==> src/rtl/divisor_seq_param.sv <==
// Sequential restoring divider (signed/unsigned), one quotient bit per clock, busy/done handshake.
// Optional macro DIV_ZERO_FAST_EN: a zero divisor skips the iteration phase and finishes one cycle after accept.
module divisor_seq_param #(
    parameter int WIDTH = 4
) (
    input  logic             clk,
    input  logic             rst,
    input  logic             start,
    input  logic             signed_mode,
    input  logic [WIDTH-1:0] dividendo,
    input  logic [WIDTH-1:0] divisor,
    output logic [WIDTH-1:0] quociente,
    output logic [WIDTH-1:0] resto,
    output logic             div_by_zero,
    output logic             overflow,
    output logic             busy,
    output logic             done
);

    localparam int CW = $clog2(WIDTH + 1);
    localparam logic [WIDTH-1:0] MIN_VAL = {1'b1, {(WIDTH-1){1'b0}}};

    typedef enum logic [1:0] {S_IDLE, S_RUN, S_FIX} state_t;

    state_t           state_q, state_d;
    logic [CW-1:0]    cnt_q, cnt_d;
    logic [WIDTH-1:0] rem_q;
    logic [WIDTH-1:0] dvd_q;
    logic [WIDTH-1:0] dsr_q;
    logic [WIDTH-1:0] orig_q;
    logic             neg_quo_q, neg_rem_q, zero_q, ovf_q;
    logic             accept;
    logic [WIDTH:0]   shifted, trial;
    logic [WIDTH-1:0] q_fix, r_fix;

    function automatic logic [WIDTH-1:0] negate(input logic [WIDTH-1:0] v);
        return (~v) + WIDTH'(1);
    endfunction

    // The most negative value maps onto itself, which is its correct unsigned magnitude.
    function automatic logic [WIDTH-1:0] magnitude(input logic signed [WIDTH-1:0] v,
                                                   input logic is_signed);
        if (is_signed && (v < 0))
            return negate(v);
        return v;
    endfunction

    assign accept = (state_q == S_IDLE) && start;
    assign busy   = (state_q != S_IDLE);

    // Shifted remainder is always below twice the divisor, so bit WIDTH of the difference is the borrow.
    assign shifted = {rem_q, dvd_q[WIDTH-1]};
    assign trial   = shifted - {1'b0, dsr_q};

    always_comb begin
        state_d = state_q;
        cnt_d   = cnt_q;
        case (state_q)
            S_IDLE: begin
                if (start) begin
                    cnt_d   = '0;
                    state_d = S_RUN;
`ifdef DIV_ZERO_FAST_EN
                    if (divisor == '0)
                        state_d = S_FIX;
`endif
                end
            end
            S_RUN: begin
                cnt_d = cnt_q + CW'(1);
                if (cnt_q == CW'(WIDTH - 1))
                    state_d = S_FIX;
            end
            S_FIX:   state_d = S_IDLE;
            default: state_d = S_IDLE;
        endcase
    end

    always_comb begin
        q_fix = neg_quo_q ? negate(dvd_q) : dvd_q;
        r_fix = neg_rem_q ? negate(rem_q) : rem_q;
        if (zero_q) begin
            q_fix = '1;
            r_fix = orig_q;
        end else if (ovf_q) begin
            q_fix = MIN_VAL;
            r_fix = '0;
        end
    end

    always_ff @(posedge clk or posedge rst) begin
        if (rst) begin
            state_q     <= S_IDLE;
            cnt_q       <= '0;
            done        <= 1'b0;
            quociente   <= '0;
            resto       <= '0;
            div_by_zero <= 1'b0;
            overflow    <= 1'b0;
        end else begin
            state_q <= state_d;
            cnt_q   <= cnt_d;
            done    <= (state_q == S_FIX);
            if (state_q == S_FIX) begin
                quociente   <= q_fix;
                resto       <= r_fix;
                div_by_zero <= zero_q;
                overflow    <= ovf_q;
            end
        end
    end

    // Operand capture and iteration datapath; quotient bits shift into dvd_q as dividend bits leave.
    always_ff @(posedge clk) begin
        if (accept) begin
            dvd_q     <= magnitude(dividendo, signed_mode);
            dsr_q     <= magnitude(divisor, signed_mode);
            rem_q     <= '0;
            orig_q    <= dividendo;
            neg_quo_q <= signed_mode && (dividendo[WIDTH-1] ^ divisor[WIDTH-1]);
            neg_rem_q <= signed_mode && dividendo[WIDTH-1];
            zero_q    <= (divisor == '0);
            ovf_q     <= signed_mode && (dividendo == MIN_VAL) && (divisor == '1);
        end else if (state_q == S_RUN) begin
            rem_q <= trial[WIDTH] ? shifted[WIDTH-1:0] : trial[WIDTH-1:0];
            dvd_q <= {dvd_q[WIDTH-2:0], ~trial[WIDTH]};
        end
    end

endmodule

==> config.mk <==
export PLATFORM = sky130hd
export DESIGN_NAME = divisor_seq_param
export DESIGN_NICKNAME = d
export VERILOG_FILES = /design/src/rtl/divisor_seq_param.sv
export SDC_FILE = /design/constraint.sdc
export NUM_CORES = 1
export LEC_CHECK = 0
export BUFFER_PORTS_ARGS = -buffer_cell sky130_fd_sc_hd__buf_4
export CAP_MARGIN = 20
export CORE_MARGIN = 8
export CORE_UTILIZATION = 35
export DETAILED_ROUTE_END_ITERATION = 16
export GPL_TIMING_DRIVEN = 0
export PLACE_DENSITY_LB_ADDON = 0.2
export SYNTH_ARGS = -nofsm -noshare
export SYNTH_HDL_FRONTEND = slang
export SYNTH_SLANG_ARGS = --single-unit
==> constraint.sdc <==
create_clock -name clk -period 1.9 [get_ports clk]
set_input_delay 0.38 -clock clk [delete_from_list [all_inputs] [get_ports clk]]
set_output_delay 0.38 -clock clk [all_outputs]
set_load 0.05 [all_outputs]
==> reports/metrics.yaml <==
worst_slack_ns: -0.0829
clock_latency_ns: 0.29
clkTransAtPathRegs_ns: 0.07
p_leak_nw: 1.04
layoutNonFillerInstCount: 298
power.density_nw_per_um2: 1740
clockPowerShare_pct: 16.0
io_pins: 24
layout.nets: 249
clockRootBuffer: "clkbuf_8"
seq_area_frac_synth_pct: 50.1
fmax_mhz: 504
final_antenna_net_count: 0
htreeDepth: 2
synth_area_leaders: "edfxtp_1, dfrtp_1, ha_1"
grt_max_degree: 22
start_util_pct: 35.5
required_ns: 2.06
syn-num-nets: 215
drc: 0
dp_hpwl_mm: 2.89
globalplace.congestion: 0.764
synthArstFlopShare_pct: 44.4
cts.path.max_buffers: 2
grt_pass1_vias: 1451
ys_ff_latch: 36
setup_viol_count_final: 3
synth_top_cell_area_share_pct: 25.0
period_share_pct: 104
syn_area_per_cell_sq_um: 10.0
hold_ws_ns: 0.158
drv_cap: 0
grt_setup_unrepaired: "true"
seqPwrFrac_pct: 32.9
cts_num_sinks: 36
drt_iter0_drc: 64
synth-main-ff-cell: "edfxtp_1"
rrSetupSlack_ns: -0.08
critPathLaunch: "dvd_q[3]$_DFFE_PP_"
coreArea_sq_um: 5410
critPathMaxFanout: 3
die_w_microns: 90.1
criticalPathCategory: "reg2reg"
hold_viol_final: 0
grt_pass1_wl_mm: 6.71
drv_slew: 0
fillers: 549
drt_wl_total_mm: 3.84
cts_inserted_buffers: 5
outcome: "complete, but fails checks"
grt_use_total_pct: 10.1
p_comb_share_pct: 51.1
die_y_microns: 90.1
synth_cell_types: 43
p_switching_mw: 1.74
synth_edf_count: 16
yosysTopAreaCell: "edfxtp_1"
antenna_found_initial: 0
gr-total-overflow: 0
arrival_ns: 2.15
avgRoutedWirePerCell_microns: 12.9
skew_ns: 0.00728
worstSetupEndpointType: "flip-flop"
yosys_warnings: 0
reg2reg_to: "rem_q[3]$_SDFFE_PP0N_"
hold_path_class: "in2async"
synth_cells: 191
dr_total_vias: 1429
regArea_sq_um: 961
dr.pass1.iters: 4
core.rowCount: 27
cp-endpoint: "rem_q[3]$_SDFFE_PP0N_"
violations: "negative setup slack"
cp-start-kind: "flip-flop"
min_period_ns: 1.98
avgViaCountPerCell: 4.80
ff2ff_path_depth: 8
rr_startpoint: "dvd_q[3]$_DFFE_PP_"
die_area_sq_um: 8110
p_sw_share_pct: 42.4
vdd_ir_drop_max_mv: 0.638
p_int_mw: 2.36
multi_input_area_sq_um: 885
maxSlewHeadroom_pct: 59.5
syn_area_sq_um: 1920
tritoncts: "built"
syn2layout_area_growth_pct: 22.5
io_buffers: 23
tightestPinTransition_ns: 0.606
placed_cells: 286
drive_above_1_share_pct: 21.2
antenna_cells: 0
## through the flow
stage               cell area (sq um)  setup TNS (ns)  util [%]  power [mW]  worst slack (ns)
finish                           2350          -0.193      43.5        4.09           -0.0829
detailed placement               2180          -0.670      40.4        3.35            -0.196
global placement                 2180          -0.667      40.4        3.32            -0.197
CTS                              2320          -0.222      42.9        4.07           -0.0981
floorplan                        1920               0         -        2.81            0.0280
global route                     2350          -0.556      43.5        4.42            -0.158
## cells in the mapped netlist, drive strengths merged (2+ instances only)
| library cell | count |
|---|---|
| nor2 | 9 |
| o21ai | 16 |
| dfxtp | 4 |
| a21oi | 8 |
| xor2 | 4 |
| o22ai | 2 |
| nor2b | 3 |
| edfxtp | 16 |
| inv | 21 |
| clkbuf | 3 |
| ha | 11 |
| nand2b | 5 |
| o211ai | 2 |
| a22oi | 2 |
| nor3 | 4 |
| and2 | 5 |
| a211o | 2 |
| nand2 | 23 |
| o21a | 2 |
| mux2 | 2 |
| buf | 3 |
| a211oi | 3 |
| o31ai | 6 |
| xnor2 | 5 |
| dfrtp | 16 |
## power by group through the flow
stage | clock [mW] | combinational [mW] | sequential, mW
floorplan | 0 | 1.11 | 1.69
global placement | 0 | 1.96 | 1.36
detailed placement | 0 | 1.98 | 1.37
CTS | 0.672 | 2.05 | 1.35
global route | 0.699 | 2.33 | 1.39
finish | 0.655 | 2.09 | 1.35
## state kept, by name (all words and copies together) (netlist names)
| name | cells |
|---|---|
| dsr_q | 4 |
| dvd_q | 4 |
| orig_q | 4 |
| quociente | 4 |
| rem_q | 4 |
| resto | 4 |
| cnt_q | 3 |
| state_q | 2 |
| div_by_zero | 1 |
| done | 1 |
| neg_quo_q | 1 |
| neg_rem_q | 1 |
| overflow | 1 |
| ovf_q | 1 |
| zero_q | 1 |
## how the worst min path moves through the flow
stage | endpoint | depth (start not counted) | slack [ns]
6_report | quociente[0]$_DFFE_PP0P_ | 2 | 0.16
5_1_grt | quociente[0]$_DFFE_PP0P_ | 2 | 0.21
4_1_cts | overflow$_DFFE_PP0P_ | 2 | 0.18
3_5_place_dp | quociente[3]$_DFFE_PP0P_ | 1 | 0.47
3_3_place_gp | quociente[1]$_DFFE_PP0P_ | 2 | 0.47
2_1_floorplan | cnt_q[0]$_DFFE_PP0P_ | 1 | 0.29
## worst max-delay path: stages, from the launching register on
cell,delay [ns]
edfxtp_1,0.40
inv_2,0.11
ha_4,0.14
inv_2,0.03
fa_2,0.36
a211o_1,0.30
and4_1,0.21
a311oi_2,0.19
o41ai_1,0.10
## layout by cell type (no fill, tap or decap), types with 5 or more instances in the layout
cell      Yosys  routed
a21oi_1       8       8
buf_4         0      27
clkbuf_8      0       5
dfrtp_1      16      16
edfxtp_1     16      16
ha_1         11      10
inv_1        20      18
nand2_1      23      23
nand2b_1      5       5
nor2_1        9       9
o21ai_1      12      12
o31ai_1       5       5
xnor2_1       5       5
## kinds of logic (layout without fill, tap and decap cells)
| family | Yosys count | after routing | share of synthesized area, % |
|---|---|---|---|
| AO/OA/AOI/OAI | 49 | 49 | 16.6 |
| XOR/XNOR | 9 | 9 | 4.11 |
| adder cells (fa/ha/maj) | 12 | 12 | 8.21 |
| buffers and inverters | 27 | 62 | 5.48 |
| flip-flops | 36 | 36 | 50.1 |
| multiplexers | 3 | 3 | 1.69 |
| AND/OR/NAND/NOR | 55 | 55 | 13.8 |
## layout make-up
cell class              count  area share [%]
clock inverters             2            1.49
multi-input cells         128            37.6
inverters                  21            3.35
flip-flops and latches     36            40.9
repair buffers             27            8.62
plain buffers               6            1.12
clock buffers               6            3.09
well taps                  72            3.83
## what timing repair did
| item | in CTS | in global routing |
|---|---|---|
| endpoints found under the setup margin | 5 | 5 |
| gates resized for setup | 5 | 3 |
| hold buffers | 0 | 0 |
| cloned | 0 | 0 |
| setup buffers | 2 | 2 |
| pin swaps | 3 | 0 |
## metal layers
metal / global-route usage [%] / routed length [microns] / vias to the layer above
met4: 4.58 / 72 / 0
met3: 3.49 / 146 / 5
met2: 15.3 / 1670 / 25
li1: - / - / 728
met1: 12.7 / 1950 / 671
met5: 0 / 0 / -
Note: power is estimated with default switching activity, not from simulation.
